### config.mk
export PLATFORM = sky130hd
export DESIGN_NAME = genius_seq_core
export DESIGN_NICKNAME = d
export VERILOG_FILES = /design/src/rtl/genius_pkg.sv /design/src/rtl/genius_lfsr16.sv /design/src/rtl/genius_seq_core.sv
export SDC_FILE = /design/constraint.sdc
export NUM_CORES = 1
export LEC_CHECK = 0
export CORE_MARGIN = 4
export CORE_UTILIZATION = 35
export DETAILED_ROUTE_END_ITERATION = 12
export RECOVER_POWER = 25
export SKIP_CTS_REPAIR_TIMING = 1
export SLEW_MARGIN = 20
export SYNTH_ARGS = -nofsm -noshare
export SYNTH_HDL_FRONTEND = slang
export SYNTH_HIERARCHICAL = 1
export SYNTH_SLANG_ARGS = --single-unit
### constraint.sdc
create_clock -name CLOCK_50 -period 3.5 [get_ports CLOCK_50]
set_clock_uncertainty 0.05 [all_clocks]
set_input_delay 0.35 -clock CLOCK_50 [delete_from_list [all_inputs] [get_ports CLOCK_50]]
set_output_delay 0.35 -clock CLOCK_50 [all_outputs]
set_load 0.01 [all_outputs]
### src/rtl/genius_pkg.sv
`default_nettype none
// ============================================================================
// Module   : genius_pkg
// Purpose  : Shared types and constants for the Genius sequence engine:
//            FSM state encoding, LFSR default seed and Galois tap mask, and
//            the one-hot symbol decoder.
// Revision : 1.0  initial release
// ============================================================================
package genius_pkg;

    typedef enum logic [2:0] {
        ST_IDLE      = 3'd0,
        ST_GEN       = 3'd1,
        ST_PLAY_ON   = 3'd2,
        ST_PLAY_OFF  = 3'd3,
        ST_WAIT_USER = 3'd4,
        ST_WIN       = 3'd5,
        ST_LOSE      = 3'd6
    } state_t;

    // Value loaded at reset and whenever a zero seed is requested; an all-zero
    // Galois LFSR would lock up.
    localparam logic [15:0] C_LFSR_SEED = 16'hACE1;

    // Right-shifting Galois form of x^16 + x^14 + x^13 + x^11 + 1.
    localparam logic [15:0] C_LFSR_TAPS = 16'hB400;

    // Widest button bank supported; callers size-cast down to N_BTN.
    localparam int C_MAX_BTN = 16;

    function automatic logic [C_MAX_BTN-1:0] onehot(input logic [3:0] sym);
        onehot = {{(C_MAX_BTN-1){1'b0}}, 1'b1} << sym;
    endfunction

endpackage
`default_nettype wire

### src/rtl/genius_lfsr16.sv
`default_nettype none
// ============================================================================
// Module   : genius_lfsr16
// Purpose  : 16-bit Galois LFSR used as the sequence symbol source.
// Ports    : clk      system clock
//            i_rst_n  synchronous active-low reset (state <- default seed)
//            i_load   load i_seed (zero seed maps to the default seed)
//            i_seed   seed value
//            i_step   advance one step
//            o_sym    low OUT_W bits of the *next* state, i.e. the symbol
//                     produced by the step taken when i_step is high
// Revision : 1.0  initial release
// ============================================================================
module genius_lfsr16 #(
    parameter int OUT_W = 2
) (
    input  logic             clk,
    input  logic             i_rst_n,
    input  logic             i_load,
    input  logic [15:0]      i_seed,
    input  logic             i_step,
    output logic [OUT_W-1:0] o_sym
);
    import genius_pkg::*;

    logic [15:0] r_state;
    logic [15:0] w_next;

    always_comb begin
        w_next = {1'b0, r_state[15:1]};
        if (r_state[0]) begin
            w_next = w_next ^ C_LFSR_TAPS;
        end
    end

    always_ff @(posedge clk) begin
        if (!i_rst_n) begin
            r_state <= C_LFSR_SEED;
        end else if (i_load) begin
            r_state <= (i_seed == 16'h0000) ? C_LFSR_SEED : i_seed;
        end else if (i_step) begin
            r_state <= w_next;
        end
    end

    assign o_sym = w_next[OUT_W-1:0];

endmodule
`default_nettype wire

### src/rtl/genius_seq_core.sv
`default_nettype none
// ============================================================================
// Module   : genius_seq_core
// Purpose  : Genius memory-game sequence engine. Grows an LFSR-generated
//            symbol sequence by one entry per round, plays it on the LEDs,
//            checks user presses, and tracks timeout, round and points.
// Ports    : CLOCK_50       system clock
//            reset          synchronous active-low reset
//            start          one-cycle game start pulse
//            tick           playback-rate enable
//            btn            debounced one-hot press pulses
//            target_len     rounds to win (latched on start, clamped 1..MAX_LEN)
//            timeout_ticks  ticks allowed per press (latched on start, 0 -> 1)
//            seed           LFSR seed (latched on start, 0 -> default)
//            leds           playback drive, one-hot or zero
//            round          current sequence length
//            points         accumulated, saturating score
//            busy           game in progress
//            user_turn      input window open
//            match          one-cycle pulse per correct press
//            win / lose     held result flags
// Options  : GENIUS_RETRY_EN - first failure in a round replays the sequence
//            instead of ending the game.
// Revision : 1.0  initial release
// ============================================================================
module genius_seq_core #(
    parameter int N_BTN   = 4,
    parameter int MAX_LEN = 16,
    parameter int SYM_W   = $clog2(N_BTN),
    parameter int LEN_W   = $clog2(MAX_LEN + 1),
    parameter int TO_W    = 4,
    parameter int PTS_W   = 8
) (
    input  logic             CLOCK_50,
    input  logic             reset,
    input  logic             start,
    input  logic             tick,
    input  logic [N_BTN-1:0] btn,
    input  logic [LEN_W-1:0] target_len,
    input  logic [TO_W-1:0]  timeout_ticks,
    input  logic [15:0]      seed,
    output logic [N_BTN-1:0] leds,
    output logic [LEN_W-1:0] round,
    output logic [PTS_W-1:0] points,
    output logic             busy,
    output logic             user_turn,
    output logic             match,
    output logic             win,
    output logic             lose
);
    import genius_pkg::*;

    localparam int               IDX_W     = (MAX_LEN > 1) ? $clog2(MAX_LEN) : 1;
    localparam logic [LEN_W-1:0] C_LEN_ONE = LEN_W'(1);
    localparam logic [LEN_W-1:0] C_LEN_MAX = LEN_W'(MAX_LEN);
    localparam logic [TO_W-1:0]  C_TO_ONE  = TO_W'(1);

    state_t             r_state,   w_state_nxt;
    logic [LEN_W-1:0]   r_round,   w_round_nxt;
    logic [LEN_W-1:0]   r_index,   w_index_nxt;
    logic [LEN_W-1:0]   r_target,  w_target_nxt;
    logic [TO_W-1:0]    r_timer,   w_timer_nxt;
    logic [TO_W-1:0]    r_timeout, w_timeout_nxt;
    logic [PTS_W-1:0]   r_points,  w_points_nxt;
    logic               r_win,     w_win_nxt;
    logic               r_lose,    w_lose_nxt;
    logic               r_match,   w_match_nxt;
    logic [N_BTN-1:0]   r_leds;
    logic               r_busy;
    logic               r_user_turn;

    logic               w_lfsr_load;
    logic               w_lfsr_step;
    logic               w_seq_we;
    logic               w_fail;
    logic [SYM_W-1:0]   w_gen_sym;
    logic [SYM_W-1:0]   w_led_sym;
    logic [LEN_W-1:0]   w_last;
    logic               w_btn_ok;
    logic [PTS_W:0]     w_sum;
    logic [TO_W-1:0]    w_timer_inc;

    logic [SYM_W-1:0]   r_seq [MAX_LEN];

`ifdef GENIUS_RETRY_EN
    logic               r_retry, w_retry_nxt;
`endif

    genius_lfsr16 #(
        .OUT_W   (SYM_W)
    ) u_lfsr (
        .clk     (CLOCK_50),
        .i_rst_n (reset),
        .i_load  (w_lfsr_load),
        .i_seed  (seed),
        .i_step  (w_lfsr_step),
        .o_sym   (w_gen_sym)
    );

    assign w_last      = r_round - C_LEN_ONE;
    assign w_timer_inc = r_timer + C_TO_ONE;
    assign w_sum       = {1'b0, r_points} + (PTS_W+1)'(r_round);
    // Full-width compare: any extra or wrong bit fails, so this also enforces
    // "exactly one button".
    assign w_btn_ok    = (16'(btn) == onehot(4'(r_seq[r_index[IDX_W-1:0]])));

    // In GEN the entry being written may be the one about to be displayed
    // (round 1), so forward the fresh symbol instead of the stale array entry.
    assign w_led_sym = (w_seq_we && (w_index_nxt == w_last)) ? w_gen_sym
                                                             : r_seq[w_index_nxt[IDX_W-1:0]];

    always_comb begin
        w_state_nxt   = r_state;
        w_round_nxt   = r_round;
        w_index_nxt   = r_index;
        w_target_nxt  = r_target;
        w_timer_nxt   = r_timer;
        w_timeout_nxt = r_timeout;
        w_points_nxt  = r_points;
        w_win_nxt     = r_win;
        w_lose_nxt    = r_lose;
        w_match_nxt   = 1'b0;
        w_lfsr_load   = 1'b0;
        w_lfsr_step   = 1'b0;
        w_seq_we      = 1'b0;
        w_fail        = 1'b0;
`ifdef GENIUS_RETRY_EN
        w_retry_nxt   = r_retry;
`endif

        case (r_state)
            ST_IDLE, ST_WIN, ST_LOSE: begin
                if (start) begin
                    if (target_len == '0) begin
                        w_target_nxt = C_LEN_ONE;
                    end else if (target_len > C_LEN_MAX) begin
                        w_target_nxt = C_LEN_MAX;
                    end else begin
                        w_target_nxt = target_len;
                    end
                    w_timeout_nxt = (timeout_ticks == '0) ? C_TO_ONE : timeout_ticks;
                    w_lfsr_load   = 1'b1;
                    w_round_nxt   = C_LEN_ONE;
                    w_points_nxt  = '0;
                    w_index_nxt   = '0;
                    w_timer_nxt   = '0;
                    w_win_nxt     = 1'b0;
                    w_lose_nxt    = 1'b0;
                    w_state_nxt   = ST_GEN;
                end
            end

            ST_GEN: begin
                w_lfsr_step = 1'b1;
                w_seq_we    = 1'b1;
                w_index_nxt = '0;
`ifdef GENIUS_RETRY_EN
                w_retry_nxt = 1'b0;
`endif
                w_state_nxt = ST_PLAY_ON;
            end

            ST_PLAY_ON: begin
                if (tick) begin
                    w_state_nxt = ST_PLAY_OFF;
                end
            end

            ST_PLAY_OFF: begin
                if (tick) begin
                    if (r_index == w_last) begin
                        w_index_nxt = '0;
                        w_timer_nxt = '0;
                        w_state_nxt = ST_WAIT_USER;
                    end else begin
                        w_index_nxt = r_index + C_LEN_ONE;
                        w_state_nxt = ST_PLAY_ON;
                    end
                end
            end

            ST_WAIT_USER: begin
                // A press wins over a coincident tick.
                if (btn != '0) begin
                    if (w_btn_ok) begin
                        w_match_nxt = 1'b1;
                        w_timer_nxt = '0;
                        if (r_index == w_last) begin
                            w_points_nxt = w_sum[PTS_W] ? {PTS_W{1'b1}} : w_sum[PTS_W-1:0];
                            if (r_round == r_target) begin
                                w_win_nxt   = 1'b1;
                                w_state_nxt = ST_WIN;
                            end else begin
                                w_round_nxt = r_round + C_LEN_ONE;
                                w_state_nxt = ST_GEN;
                            end
                        end else begin
                            w_index_nxt = r_index + C_LEN_ONE;
                        end
                    end else begin
                        w_fail = 1'b1;
                    end
                end else if (tick) begin
                    if (w_timer_inc == r_timeout) begin
                        w_fail = 1'b1;
                    end else begin
                        w_timer_nxt = w_timer_inc;
                    end
                end
            end

            default: begin
                w_state_nxt = ST_IDLE;
            end
        endcase

        if (w_fail) begin
`ifdef GENIUS_RETRY_EN
            if (!r_retry) begin
                w_retry_nxt = 1'b1;
                w_index_nxt = '0;
                w_timer_nxt = '0;
                w_state_nxt = ST_PLAY_ON;
            end else begin
                w_lose_nxt  = 1'b1;
                w_state_nxt = ST_LOSE;
            end
`else
            w_lose_nxt  = 1'b1;
            w_state_nxt = ST_LOSE;
`endif
        end
    end

    // Outputs are registered from next-state values so they line up with the
    // state they describe rather than lagging it by a cycle.
    always_ff @(posedge CLOCK_50) begin
        if (!reset) begin
            r_state     <= ST_IDLE;
            r_round     <= '0;
            r_index     <= '0;
            r_target    <= '0;
            r_timer     <= '0;
            r_timeout   <= '0;
            r_points    <= '0;
            r_win       <= 1'b0;
            r_lose      <= 1'b0;
            r_match     <= 1'b0;
            r_leds      <= '0;
            r_busy      <= 1'b0;
            r_user_turn <= 1'b0;
        end else begin
            r_state     <= w_state_nxt;
            r_round     <= w_round_nxt;
            r_index     <= w_index_nxt;
            r_target    <= w_target_nxt;
            r_timer     <= w_timer_nxt;
            r_timeout   <= w_timeout_nxt;
            r_points    <= w_points_nxt;
            r_win       <= w_win_nxt;
            r_lose      <= w_lose_nxt;
            r_match     <= w_match_nxt;
            r_leds      <= (w_state_nxt == ST_PLAY_ON) ? N_BTN'(onehot(4'(w_led_sym))) : '0;
            r_busy      <= (w_state_nxt == ST_GEN)     || (w_state_nxt == ST_PLAY_ON) ||
                           (w_state_nxt == ST_PLAY_OFF) || (w_state_nxt == ST_WAIT_USER);
            r_user_turn <= (w_state_nxt == ST_WAIT_USER);
        end
    end

`ifdef GENIUS_RETRY_EN
    always_ff @(posedge CLOCK_50) begin
        if (!reset) begin
            r_retry <= 1'b0;
        end else begin
            r_retry <= w_retry_nxt;
        end
    end
`endif

    // Sequence storage keeps its contents across reset; only new rounds
    // overwrite entries.
    always_ff @(posedge CLOCK_50) begin
        if (reset && w_seq_we) begin
            r_seq[w_last[IDX_W-1:0]] <= w_gen_sym;
        end
    end

    assign leds      = r_leds;
    assign round     = r_round;
    assign points    = r_points;
    assign busy      = r_busy;
    assign user_turn = r_user_turn;
    assign match     = r_match;
    assign win       = r_win;
    assign lose      = r_lose;

endmodule
`default_nettype wire

Word-level counts from Yosys, hierarchy flattened:

Memory sizes are Yosys's and may differ from the RTL's. A register that Yosys moved wholly into a read port is not among the register bits.
Cells that the tools add are included.

* output and inout bits: 22
* RAM bits: 32
* flip-flop bits (word level): 59
* bits of input ports: 33
* word-level logic and storage cells: 139
* memories: 1

Memory list
* r_seq: depth 16, bits a word 2, read ports 2, clocked after Yosys merged registers in 1, wr ports 1, line genius_seq_core.sv:83 `logic [SYM_W-1:0] r_seq [MAX_LEN];`

* order comparisons: 1
* multiplexer cells: 65
* shifts and indexed selects: 2
* bitwise logic cells: 1
* reduce and logical (&&, ||, !) cells: 24
* add/subtract/negate cells: 5
* equal/unequal tests: 26

Operators with widths (count)
* $mux 5: 13
* $mux 16: 4
* $mux 8: 5
* $mux 4: 9
* $mux 3: 9
* $pmux 5 s4: 1
* $mux 1: 18
* $eq 4x16->1: 1
* $logic_not 16->1: 1
* $ne 2x2->1 const B: 8
* $pmux 8 s2: 1
* $shl 1x2->16 const A: 1
* $eq 5x5->1: 3
* $pmux 3 s5: 1
* $eq 3x2->1 const B: 4
* $eq 3x3->1 const B: 4
* $pmux 4 s3: 1
* $reduce_and 6->1: 2
* $add 5x1->5 const B: 2
* $pmux 5 s2: 1
* $add 8x5->9: 1
* $ne 3x3->1 const B: 3
* $reduce_bool 2->1: 4
* $reduce_and 7->1: 1
* other kinds (20): 26

Logic depth before layout (Yosys ltp):

* word-level depth: 11
* depth in mapped cells: 19
* gate-level depth less buffers: 15

Modules after synthesis:

Netlist, hierarchy kept.

Modules (own cells, without submodules)
* genius_seq_core: sequential area each 1821.7 um^2, instances 1, area each 4785.8 um^2, cells an instance 525
* genius_lfsr16: sequential area each 320.3 um^2, instances 1, area each 899.6 um^2, cells an instance 97

Worst setup path after synthesis:

Ideal clock, no wire load.

* path type: flip-flop to flip-flop
* from: register r_round[0] (netlist: round[0])
* to: register r_leds[2] (netlist: leds[2])
* setup time: 0.116 ns
* data required time: 3.334 ns
* arrival time: 3.757 ns
* path buffers: 3
* path slack: -0.422 ns
* clock period less this slack: 3.922 ns
* stages on the path, launching flop included: 18
* path through: dfxtp_1 clkbuf_1 inv_1 ha_1 xnor2_1 nor3_1 and3_1 buf_4 inv_2 buf_4 ha_1 a22oi_1 o311ai_4 or2_2 a2111oi_0 o31ai_1 and3_4 and3_1

* cells in the longest elaborated chain, start to end: 10
* elaborated cells on any way between the ends: 24
* those cells by class: 1 x add/sub; 4 x eq/ne; 1 x shift; 15 x mux; 2 x reduce/logical; 1 x memory

Ends and longest elaborated chain
* from (decl): line genius_seq_core.sv:59 `logic [LEN_W-1:0] r_round, w_round_nxt;`
* from (signal assigned): line genius_seq_core.sv:254 `r_round <= w_round_nxt;`
* parallel branches: the longest is 10 deep, another holds $sub 5x1->5
* to (signal assigned): line genius_seq_core.sv:263 `r_leds <= (w_state_nxt == ST_PLAY_ON) ? N_BTN'(onehot(4'(w_led_sym))) : '0;`
* to (decl): line genius_seq_core.sv:68 `logic [N_BTN-1:0] r_leds;`

Parallel ways; which one is timed is not known.
A chain may end at the register's enable or synchronous reset.

Final worst setup path:

Ends and elaborated chain as after synthesis.

==> summary.md <==
| Metric | Value |
|---|---|
| Final HPWL DP | `12900 um` |
| Num Clock Sinks | `91` |
| Clock slew at reported path FFs | `80 ps` |
| Number of synthesized flops with an enable pin | `32` |
| CP delay by family, top | `compound AO/OA/AOI/OAI gates` |
| Final Max Slew Viols | `0` |
| Die ar. | `18300 sq um` |
| Nets@finish | `810` |
| Utilization after layout | `49.1%` |
| TritonCTS buffer count | `9` |
| Initial DRC Count | `390` |
| Input/output buffers | `54` |
| Hold path depth | `2` |
| DR vias | `5273` |
| Final Hold Fails | `0` |
| H-tree Lvls | `3` |
| WL/cell | `17.4 um` |
| Pin count of the biggest net entering global routing | `31` |
| Synth Cell Area | `5690 sq um` |
| Seq/Total Area, Yosys | `37.7%` |
| Final worst-path cycle share | `103%` |
| Syn Area/Cell | `9.14 sq um` |
| Layout cells sized above 1 | `25.9%` |
| Skew-Pair Late Insertion Delay | `360 ps` |
| Peak VDD IR | `0.245 mV` |
| CP Cell Sequence | `inv_4 -> ha_4 -> xor3_1 -> nor3_2 -> and3_4 -> inv_8 -> a31o_4 -> a32oi_4 -> o31ai_4 -> nand3b_1 -> buf_4 -> o2111ai_2 -> a211oi_2 -> buf_4 -> a2111o_1 -> and3_4 -> and3_1` |
| Status | `complete, but fails checks` |
| FF-to-FF Start | `round[0]` |
| Commonest non-fill, non-tap cell in the layout | `buf_4` |
| Post-synth top flop | `dfxtp_1` |
| Layout area overhead | `37.2%` |
| Place WS | `-348 ps` |
| Worst hold endpoint | `r_target[4]` |
| Die X | `135 um` |
| Post-Syn Nets | `669` |
| HP Start | `r_target[4]` |
| Max Clk Rate | `276 MHz` |
| Relative slew slack | `49.3%` |
| Antenna cells | `0` |
| Final min period | `3620 ps` |
| Vias in the first global route | `5122` |
| Synth Instances | `622` |
| Setup slack after layout | `-120 ps` |
| Synth async-reset ratio | `0%` |
| Critical path fanouts, max | `6` |
| Worst EP arrival | `3810 ps` |
| Critical Path RT | `3690 ps` |
| Antenna-violating nets left | `0` |
| GP Congestion | `0.930` |
| I/O pin count | `55` |
| Clock Tree Buf Depth | `2` |
| Initial Utilization | `35.8%` |
| R2r endpoint | `leds[2]` |
| Die H | `135 um` |
| # DRC | `0` |
| Most frequent cells in the layout | `buf_4 (103), nor2_1 (64), dfxtp_1 (53)` |
| Total track usage | `18.8%` |
| Failing checks | `negative setup slack` |
| Pre-antenna DRT Iters | `5` |
| Netlist cell types | `74` |
| Ys Warns | `6` |
| Root Driver | `clkbuf_16` |
| Core area | `15900 sq um` |
| CTS tree | `built` |
| Setup CP Type | `flop to flop` |
| Reg2Reg Setup Slack | `-120 ps` |
| Via density | `5.36` |
| Leak | `0.00295 uW` |
| Final Non-Filler Cells | `984` |
| Row count | `46` |
| Total gr overflow | `0` |
| Slowest CP cell | `dfxtp_4` |
| CP Capture Type | `flop` |
| RSZ-0062 raised after global routing | `yes` |
| Setup violators final | `4` |
| PwrDens | `346 nW/um^2` |
| WP buf/inv | `4` |
| First-pass GRT wire length | `27200 um` |
| # Max-Cap Violations | `0` |
| Initial antenna violation count | `0` |
| Largest stage delay on the critical path | `370 ps` |
| Total Wirelength | `17100 um` |
| #FFs+latches synth | `91` |
| Slew @ Worst Pin | `759 ps` |
| Placed insts | `958` |
| CP Launch Type | `flop` |
| Total power | `2700 uW` |
| Reg2reg path depth | `17` |
| Hold Crit Class | `flop to flop` |
worst register-to-register path, delay by kind of cell, from the launching register on:
family,cells,cell delay (ps)
simple gates,5,970
fa+ha+maj,1,170
xor+xnor,1,360
flops,1,370
compound gates,6,1150
buf+inv,4,480
where the power goes:
| group | internal (uW) | leakage (uW) | switching, uW |
|---|---|---|---|
| Sequential | 1140 | 0.000780 | 42.2 |
| Clock | 631 | 0.000156 | 439 |
| Combinational | 216 | 0.00201 | 231 |
| Total | 1990 | 0.00295 | 712 |
per-layer routing:
layer | up-vias | global-route usage, % | routed length [um]
li1 | 2567 | - | -
met1 | 2536 | 26.2 | 8070
met2 | 147 | 29.8 | 8090
met3 | 23 | 3.71 | 744
met4 | 0 | 5.38 | 229
met5 | - | 0 | 0
stage by stage:
step,hold WS [ps],TNS [ps],cell area (sq um)
after detailed placement,418,-1270,7150
after global routing,446,-905,7800
final,426,-388,7800
after floorplan,398,0,5790
after CTS,429,-1400,7480
after global placement,405,-926,7150
layout make-up:
| cell class | count | area (sq um) |
|---|---|---|
| clock inverters | 7 | 103 |
| multi-input cells | 479 | 3570 |
| inverters | 18 | 77.6 |
| well taps | 216 | 270 |
| clock buffers | 9 | 225 |
| repair buffers | 164 | 1390 |
| fillers | 1486 | 8080 |
| flip-flops and latches | 91 | 2160 |
worst max-delay path by stage:
stage	from	end	slack (ps)	cells past startpoint
final	round[0]	leds[2]	-120	17
after floorplan	round[0]	leds[2]	4	18
after detailed placement	r_index[2]	leds[2]	-350	12
after CTS	r_index[2]	leds[2]	-380	12
after global placement	r_index[2]	leds[2]	-270	15
after global routing	r_index[0]	leds[2]	-240	15
synthesized netlist by cell type (all sizes together), types with 9 or more instances:
library cell  number  area share, %
nor2              65            4.3
dfxtp             59             21
nand2             53            3.5
a21oi             39            3.4
edfxtp            32             17
mux2i             27            4.8
o21ai             23            2.1
clkbuf            19            1.3
and2              18            2.0
nand3             18            1.6
xnor2             18            2.8
inv               16            1.1
nor3              16            1.6
buf               15            2.0
a22oi             14            1.8
xor2              14            2.2
ha                13            2.9
and3              11            1.3
a21boi            10            1.3
mux2              10            2.0
nand2b            10            1.1
nor2b             10            1.1
nand4              9            1.1
registers in the layout (all words and copies together) (netlist names), 3 cells and up:
register,flops
points,8
r_seq,32
r_timeout,4
r_target,5
u_lfsr/r_state,16
round,5
leds,4
r_timer,4
r_state,3
r_index,5
cell families (layout without fill, tap and decap cells):
kind of cell / count (synthesis) / in the layout / synth area share, %
muxes: 39 / 39 / 7.53
DFF: 91 / 91 / 37.7
AOI/OAI and AO/OA: 153 / 153 / 19.3
adders and majority gates: 14 / 14 / 3.21
and+or+nand+nor: 238 / 238 / 21.7
buffers and inverters: 52 / 198 / 4.40
xor gates and xnor gates: 35 / 35 / 6.14
(Power assumes the default switching activity.)
